<file path="config.mk">
export PLATFORM = sky130hd
export DESIGN_NAME = mp_add_seq
export DESIGN_NICKNAME = d
export VERILOG_FILES = /design/src/rtl/mp_add_pkg.sv /design/src/rtl/add_slice8.sv /design/src/rtl/mp_add_seq.sv
export SDC_FILE = /design/constraint.sdc
export NUM_CORES = 1
export LEC_CHECK = 0
export ABC_AREA = 0
export CORE_ASPECT_RATIO = 1.1
export CORE_MARGIN = 2
export CORE_UTILIZATION = 40
export DETAILED_ROUTE_END_ITERATION = 6
export PLACE_DENSITY = 0.67
export SLEW_MARGIN = 40
export SYNTH_ARGS = -nofsm -noshare
export SYNTH_HDL_FRONTEND = slang
export SYNTH_SLANG_ARGS = --single-unit
export TNS_END_PERCENT = 20
</file>
<file path="constraint.sdc">
create_clock -name clk -period 3.5 [get_ports clk]
set_input_delay 1.05 -clock clk [delete_from_list [all_inputs] [get_ports clk]]
set_output_delay 1.05 -clock clk [all_outputs]
set_load 0.01 [all_outputs]
</file>
<file path="src/rtl/mp_add_pkg.sv">
// Shared types and constants for the sequential multi-precision adder.
package mp_add_pkg;

    localparam int unsigned SLICE_WIDTH = 8;

    typedef enum logic [1:0] {
        IDLE = 2'd0,
        RUN  = 2'd1,
        DONE = 2'd2
    } state_e;

endpackage

</file>
<file path="src/rtl/add_slice8.sv">
// Combinational 8-bit slice adder; co is the full ninth bit of the add.
module add_slice8 (
    input  logic [7:0] a8,
    input  logic [7:0] b8,
    input  logic       ci,
    output logic [7:0] s8,
    output logic       co
);

    assign {co, s8} = {1'b0, a8} + {1'b0, b8} + {8'd0, ci};

endmodule

</file>
<file path="src/rtl/mp_add_seq.sv">
// Sequential multi-precision adder: one 8-bit slice per cycle through a shared add_slice8.
// Define MP_ADD_SEQ_SUB_EN to add the sub input (a - b, cout=1 means no borrow).
module mp_add_seq
    import mp_add_pkg::*;
#(
    parameter int unsigned DATA_WIDTH  = 32,
    parameter int unsigned SLICE_WIDTH = 8
) (
    input  logic                  clk,
    input  logic                  rst,
    input  logic                  in_valid,
    output logic                  in_ready,
    input  logic [DATA_WIDTH-1:0] a,
    input  logic [DATA_WIDTH-1:0] b,
    input  logic                  cin,
`ifdef MP_ADD_SEQ_SUB_EN
    input  logic                  sub,
`endif
    output logic                  out_valid,
    input  logic                  out_ready,
    output logic [DATA_WIDTH-1:0] sum,
    output logic                  cout,
    output logic                  busy
);

    localparam int unsigned N  = DATA_WIDTH / 8;
    localparam int unsigned KW = (N > 1) ? $clog2(N) : 1;
    localparam int unsigned IW = KW + 3;

    if (SLICE_WIDTH != mp_add_pkg::SLICE_WIDTH) begin : g_bad_slice
        $error("mp_add_seq: SLICE_WIDTH must be 8");
    end
    if (DATA_WIDTH < 8 || DATA_WIDTH > 64 || (DATA_WIDTH % 8) != 0) begin : g_bad_width
        $error("mp_add_seq: DATA_WIDTH must be a multiple of 8 in 8..64");
    end

    logic sub_eff;
`ifdef MP_ADD_SEQ_SUB_EN
    assign sub_eff = sub;
`else
    assign sub_eff = 1'b0;
`endif

    state_e                state_q, state_d;
    logic [DATA_WIDTH-1:0] a_q, a_d, b_q, b_d, sum_q, sum_d;
    logic [KW-1:0]         k_q, k_d;
    logic                  cy_q, cy_d, cout_q, cout_d;

    logic [IW-1:0]         idx;
    logic [DATA_WIDTH-1:0] a_sh, b_sh;
    logic [7:0]            s8;
    logic                  co;
    logic                  last_slice;

    assign idx        = {k_q, 3'b000};
    assign a_sh       = a_q >> idx;
    assign b_sh       = b_q >> idx;
    assign last_slice = (k_q == KW'(N - 1));

    add_slice8 u_slice (
        .a8 (a_sh[7:0]),
        .b8 (b_sh[7:0]),
        .ci (cy_q),
        .s8 (s8),
        .co (co)
    );

    // State register
    always_ff @(posedge clk) begin
        if (rst) state_q <= IDLE;
        else     state_q <= state_d;
    end

    // Next-state logic; no DONE->RUN bypass, so IDLE always sits between operations
    always_comb begin
        state_d = state_q;
        case (state_q)
            IDLE:    if (in_valid)   state_d = RUN;
            RUN:     if (last_slice) state_d = DONE;
            DONE:    if (out_ready)  state_d = IDLE;
            default: state_d = IDLE;
        endcase
    end

    // Handshake outputs decoded from state only
    always_comb begin
        in_ready  = 1'b0;
        out_valid = 1'b0;
        busy      = 1'b0;
        case (state_q)
            IDLE:    in_ready  = 1'b1;
            RUN:     busy      = 1'b1;
            DONE:    begin out_valid = 1'b1; busy = 1'b1; end
            default: ;
        endcase
    end

    // Datapath next values: operand capture at accept, one slice written per RUN cycle
    always_comb begin
        a_d    = a_q;
        b_d    = b_q;
        k_d    = k_q;
        cy_d   = cy_q;
        sum_d  = sum_q;
        cout_d = cout_q;
        case (state_q)
            IDLE: begin
                if (in_valid) begin
                    a_d  = a;
                    b_d  = sub_eff ? ~b : b;
                    cy_d = sub_eff ? 1'b1 : cin;
                    k_d  = '0;
                end
            end
            RUN: begin
                sum_d[idx +: 8] = s8;
                cy_d            = co;
                k_d             = k_q + KW'(1);
                if (last_slice) begin
                    cout_d = co;
                    k_d    = '0;
                end
            end
            default: ;
        endcase
    end

    always_ff @(posedge clk) begin
        if (rst) begin
            a_q    <= '0;
            b_q    <= '0;
            k_q    <= '0;
            cy_q   <= 1'b0;
            sum_q  <= '0;
            cout_q <= 1'b0;
        end else begin
            a_q    <= a_d;
            b_q    <= b_d;
            k_q    <= k_d;
            cy_q   <= cy_d;
            sum_q  <= sum_d;
            cout_q <= cout_d;
        end
    end

    assign sum  = sum_q;
    assign cout = cout_q;

endmodule

</file>
# Word level (Yosys, flattened, before mapping)
# Index checks and enable logic that the tools add are counted.
[totals]
reg_bits = 102
input_bits = 69
output_inout_bits = 36
word_cells = 41
[op_classes]
n_addsub = 4
eq_ne = 6
shift = 4
mux = 13
n_reduce_logical = 7
[op_table]
columns = ["op", "count"]
rows = [
  ["$shr A32 B5 Y8", 2],
  ["$bwmux W32", 1],
  ["$shift A8 B7 Y32 const A", 1],
  ["$shiftx A8 B7 Y32", 1],
  ["$mux W2", 5],
  ["$add A8 B8 Y9", 1],
  ["$add A9 B1 Y9", 1],
  ["$neg A5 Y7", 1],
  ["$ne A2 B2 Y1 const B", 3],
  ["$pmux W2 S3", 1],
  ["$reduce_and A2 Y1", 3],
  ["$eq A2 B2 Y1 const B", 2],
  ["$mux W1", 4],
  ["$pmux W2 S2", 1],
  ["$reduce_and A3 Y1", 1],
  ["$add A2 B1 Y2 const B", 1],
  ["$eq A2 B1 Y1 const B", 1],
  ["$logic_not A2 Y1", 1],
  ["$pmux W1 S2", 1],
  ["$reduce_bool A2 Y1", 1],
  ["$reduce_or A2 Y1", 1],
]

# Logic depth before layout (Yosys ltp)
[logic_depth]
depth_word = 5
ltp_mapped = 9
depth_no_buf = 8

# Modules after synthesis
# From an unflattened synthesis, not the netlist that was laid out.
[unflattened]
cells_unflattened = 514
area_unflattened_um2 = 4514.3
[by_module_without_submodules]
columns = ["module", "n_inst", "cells_per_inst", "area_per_inst_um2"]
rows = [
  ["mp_add_seq", 1, 474, 4182.8],
  ["add_slice8", 1, 40, 331.6],
]

# Worst setup path after synthesis
# OpenSTA, ideal clock, no wires.
[synth_timing]
kind = "flip-flop to flip-flop"
from = "register k_q[0]"
to = "register sum_q[30], in the netlist sum[30]"
arrival_ps = 2720
required_time_ps = 3383
path_slack_ps = 663
stages_incl_launch_ff = 10
path_buffers = 1
synth_period_minus_slack_ps = 2837
cell_sequence = "dfxtp_1 -> buf_6 -> mux4_2 -> fa_1 -> fa_1 -> a21oi_1 -> o21ai_1 -> a21oi_1 -> xnor2_1 -> a22o_1"
[synth_between]
elab_chain_cells = 5
word_cells_on_any_way = 8
[synth_rtl]
columns = ["item", "line", "source"]
rows = [
  ["from (decl)", "mp_add_seq.sv:46", "logic [KW-1:0] k_q, k_d;"],
  ["from (signal assigned)", "mp_add_seq.sv:139", "k_q <= k_d;"],
  ["$shr A32 B5 Y8 (on tied branches)", "mp_add_seq.sv:56, mp_add_seq.sv:57", ""],
  ["$add A8 B8 Y9", "add_slice8.sv:10", "assign {co, s8} = {1'b0, a8} + {1'b0, b8} + {8'd0, ci};"],
  ["$add A9 B1 Y9", "add_slice8.sv:10", ""],
  ["$shiftx A8 B7 Y32", "mp_add_seq.sv:116", "sum_d[idx +: 8] = s8;"],
  ["$bwmux W32 (*)", "mp_add_seq.sv:116", ""],
  ["to (signal assigned)", "mp_add_seq.sv:141", "sum_q <= sum_d;"],
  ["to (decl)", "mp_add_seq.sv:45", "logic [DATA_WIDTH-1:0] a_q, a_d, b_q, b_d, sum_q, sum_d;"],
]
# Every way passes the cells marked *; elsewhere a longest branch is shown, timed or not.
# A chain may end at the register's enable or synchronous reset.

# Worst setup path in the final report
[layout_timing]
from = "register k_q[1]"
to = "register sum_q[30], in the netlist sum[30]"
# Same word-level chain as after synthesis.

==> flow_summary.json <==
{
  "htreeDepth": 3,
  "numCtsBuffers": 9,
  "antenna_found_initial": 0,
  "holdWs_ps": 454,
  "switching_share_pct": 26.2,
  "slew-limit-headroom_pct": 53.1,
  "grt_usage_pct": 19.1,
  "synthTopCellsByArea": "dfxtp_1 46%, nand2_1 12%, a21oi_1 8.7%",
  "routed_via_density": 5.13,
  "vias": 3711,
  "final_layout_size_suffix_gt1_share_pct": 9.20,
  "synth-main-ff-cell": "dfxtp_1",
  "yosys.area.top_type": "dfxtp_1",
  "post-cts-setup-buffer-count": 0,
  "power_density_nw_per_um2": 501,
  "ys_warn_count": 0,
  "syn-num-nets": 564,
  "grt_max_degree": 53,
  "ys_ff_latch": 102,
  "hold_violations": 0,
  "finalCriticalPeriod_ps": 2870,
  "synth_area_um2": 4390,
  "fin_skew_ps": 6.56,
  "switchingPower_mw": 0.774,
  "max_freq_ghz": 0.349,
  "drt-initial-drc-count": 138,
  "ys_seq_area_share_pct": 46.5,
  "fin_crit_sh_pct": 82.0,
  "nets": 658,
  "criticalPathCategory": "reg2reg",
  "power_frac_clock_pct": 38.4,
  "dieArea_um2": 11800,
  "coreArea_um2": 10800,
  "rows": 40,
  "tritoncts": "done",
  "n_antenna_cell": 0,
  "tightest_slew_ps": 701,
  "clk_latency_ps": 350,
  "first_pass_iters": 4,
  "wl_per_cell_um": 15.3,
  "end_kind": "flop",
  "layout_common_cells": "135 x nand2_1, 103 x clkdlybuf4s50_1, 102 x dfxtp_1",
  "avgSynthCellArea_um2": 9.21,
  "p_comb_share_pct": 18.4,
  "clk_path_buf_depth": 2,
  "power.leakage_nw": 2.20,
  "grt_overflow_total": 0,
  "cts.sinks": 102,
  "chipHeight_um": 114,
  "p_total_mw": 2.95,
  "final_util_pct": 54.5,
  "setup_viol": 0,
  "drv_cap": 0,
  "area_growth_pct": 34.1,
  "routabilityCongestion": 0.852,
  "cp-start-kind": "flop",
  "pwr-share-seq_pct": 43.2,
  "p_int_mw": 2.18,
  "clk_pin_slew_ps": 70,
  "clock_tree.root_cell": "clkbuf_16",
  "final_common_cell": "nand2_1",
  "synth_cell_types": 43,
  "crit_required_ps": 3740,
  "initial_core_util_pct": 40.6,
  "holdCritPathClass": "reg2reg",
  "synthArstFlopShare_pct": 0,
  "io_buffer_count": 104,
  "slew_viol_final": 0,
  "synth_edf_count": 0,
  "ir_drop_mv": 0.220,
  "final_antenna_net_count": 0,
  "ios": 105,
  "dp_hpwl_um": 8330,
  "die_w_um": 104,
  "grt_pass1_wl_um": 18100,
  "drt_wl_total_um": 11100,
  "outcome": "finished, final reports clean",
  "cts_resized": 0,
  "drc": 0,
  "synth_cells": 477,
  "grt_pass1_vias": 3660,
  "worstPathArrival_ps": 3110,
  "reg2reg_slack_ps": 630,
  "finalSetupTns_ps": 0,
  "yosysTopAreaCellShare_pct": 46.5,
  "crit_fanout": 10,
  "rsz0062_at_grt": "no",
  "postCtsHoldBufs": 0
}
## power groups by stage
stage / Clock (mW) / Sequential, mW / Combinational [mW]
6_report: 1.13 / 1.27 / 0.544
5_1_grt: 1.20 / 1.28 / 0.593
4_1_cts: 1.14 / 1.27 / 0.547
3_5_place_dp: 0 / 1.30 / 0.545
3_3_place_gp: 0 / 1.30 / 0.531
2_1_floorplan: 0 / 1.29 / 0.347
## sequential cells by signal (all words and copies together), names as in the netlist
name,count
sum,32
b_q,32
cout,1
state_q,2
a_q,32
k_q,2
cy_q,1
## worst max-delay path: stages (launching register included)
cell     delay (ps)
dfxtp_1         570
mux4_2          390
fa_1            470
fa_1            420
a21oi_1         210
o21ai_1         120
a21oi_1         190
xnor2_1         140
a22o_1          250
## cells in the mapped netlist, types with 2 or more instances
library cell	number
a21o_1	2
a21oi_1	76
a22o_1	20
a22oi_1	12
and2_2	2
buf_1	3
buf_2	10
clkbuf_1	13
dfxtp_1	102
fa_1	2
ha_1	16
inv_1	10
mux4_2	16
nand2_1	136
nand2_2	3
nor2_1	17
nor3_1	4
nor4_4	2
o21ai_0	5
xnor2_1	3
## cell families after synthesis
logic type	Yosys count	synth area share [%]
AND/OR/NAND/NOR	169	16.2
flip-flops	102	46.5
multiplexers	17	8.43
XOR/XNOR	5	1.17
AO/OA/AOI/OAI	128	18.5
buffers and inverters	38	3.79
adder cells (fa/ha/maj)	18	5.47
## layout make-up
type,instances,area [um^2]
Tap cell,147,184
Fill cell,1016,4920
Timing Repair Buffer,111,1100
Multi-Input combinational cell,337,2190
Sequential cell,102,2040
Clock buffer,11,233
Inverter,10,37.5
Clock inverter,5,106
## metal layers
metal	global-route usage [%]	part of all wire [%]
met1	24.1	46
met2	32.3	48
met3	3.20	4.1
met4	8.83	2.0
met5	0	0
## stage by stage
step           setup slack [ps]  area (um^2)  cells
2_1_floorplan               663         4390    477
3_3_place_gp                717         5550    707
3_5_place_dp                643         5550    707
4_1_cts                     634         5890    723
5_1_grt                     408         5890    723
6_report                    631         5890    723
## final timing paths
path	start	endpoint	depth (start not counted)
setup / recovery	k_q[1]	sum[30]	8
hold / removal	a_q[6]	a_q[6]	2
setup reg to reg	k_q[1]	sum[30]	8
hold reg to reg	a_q[6]	a_q[6]	2
(Power assumes the default switching activity.)
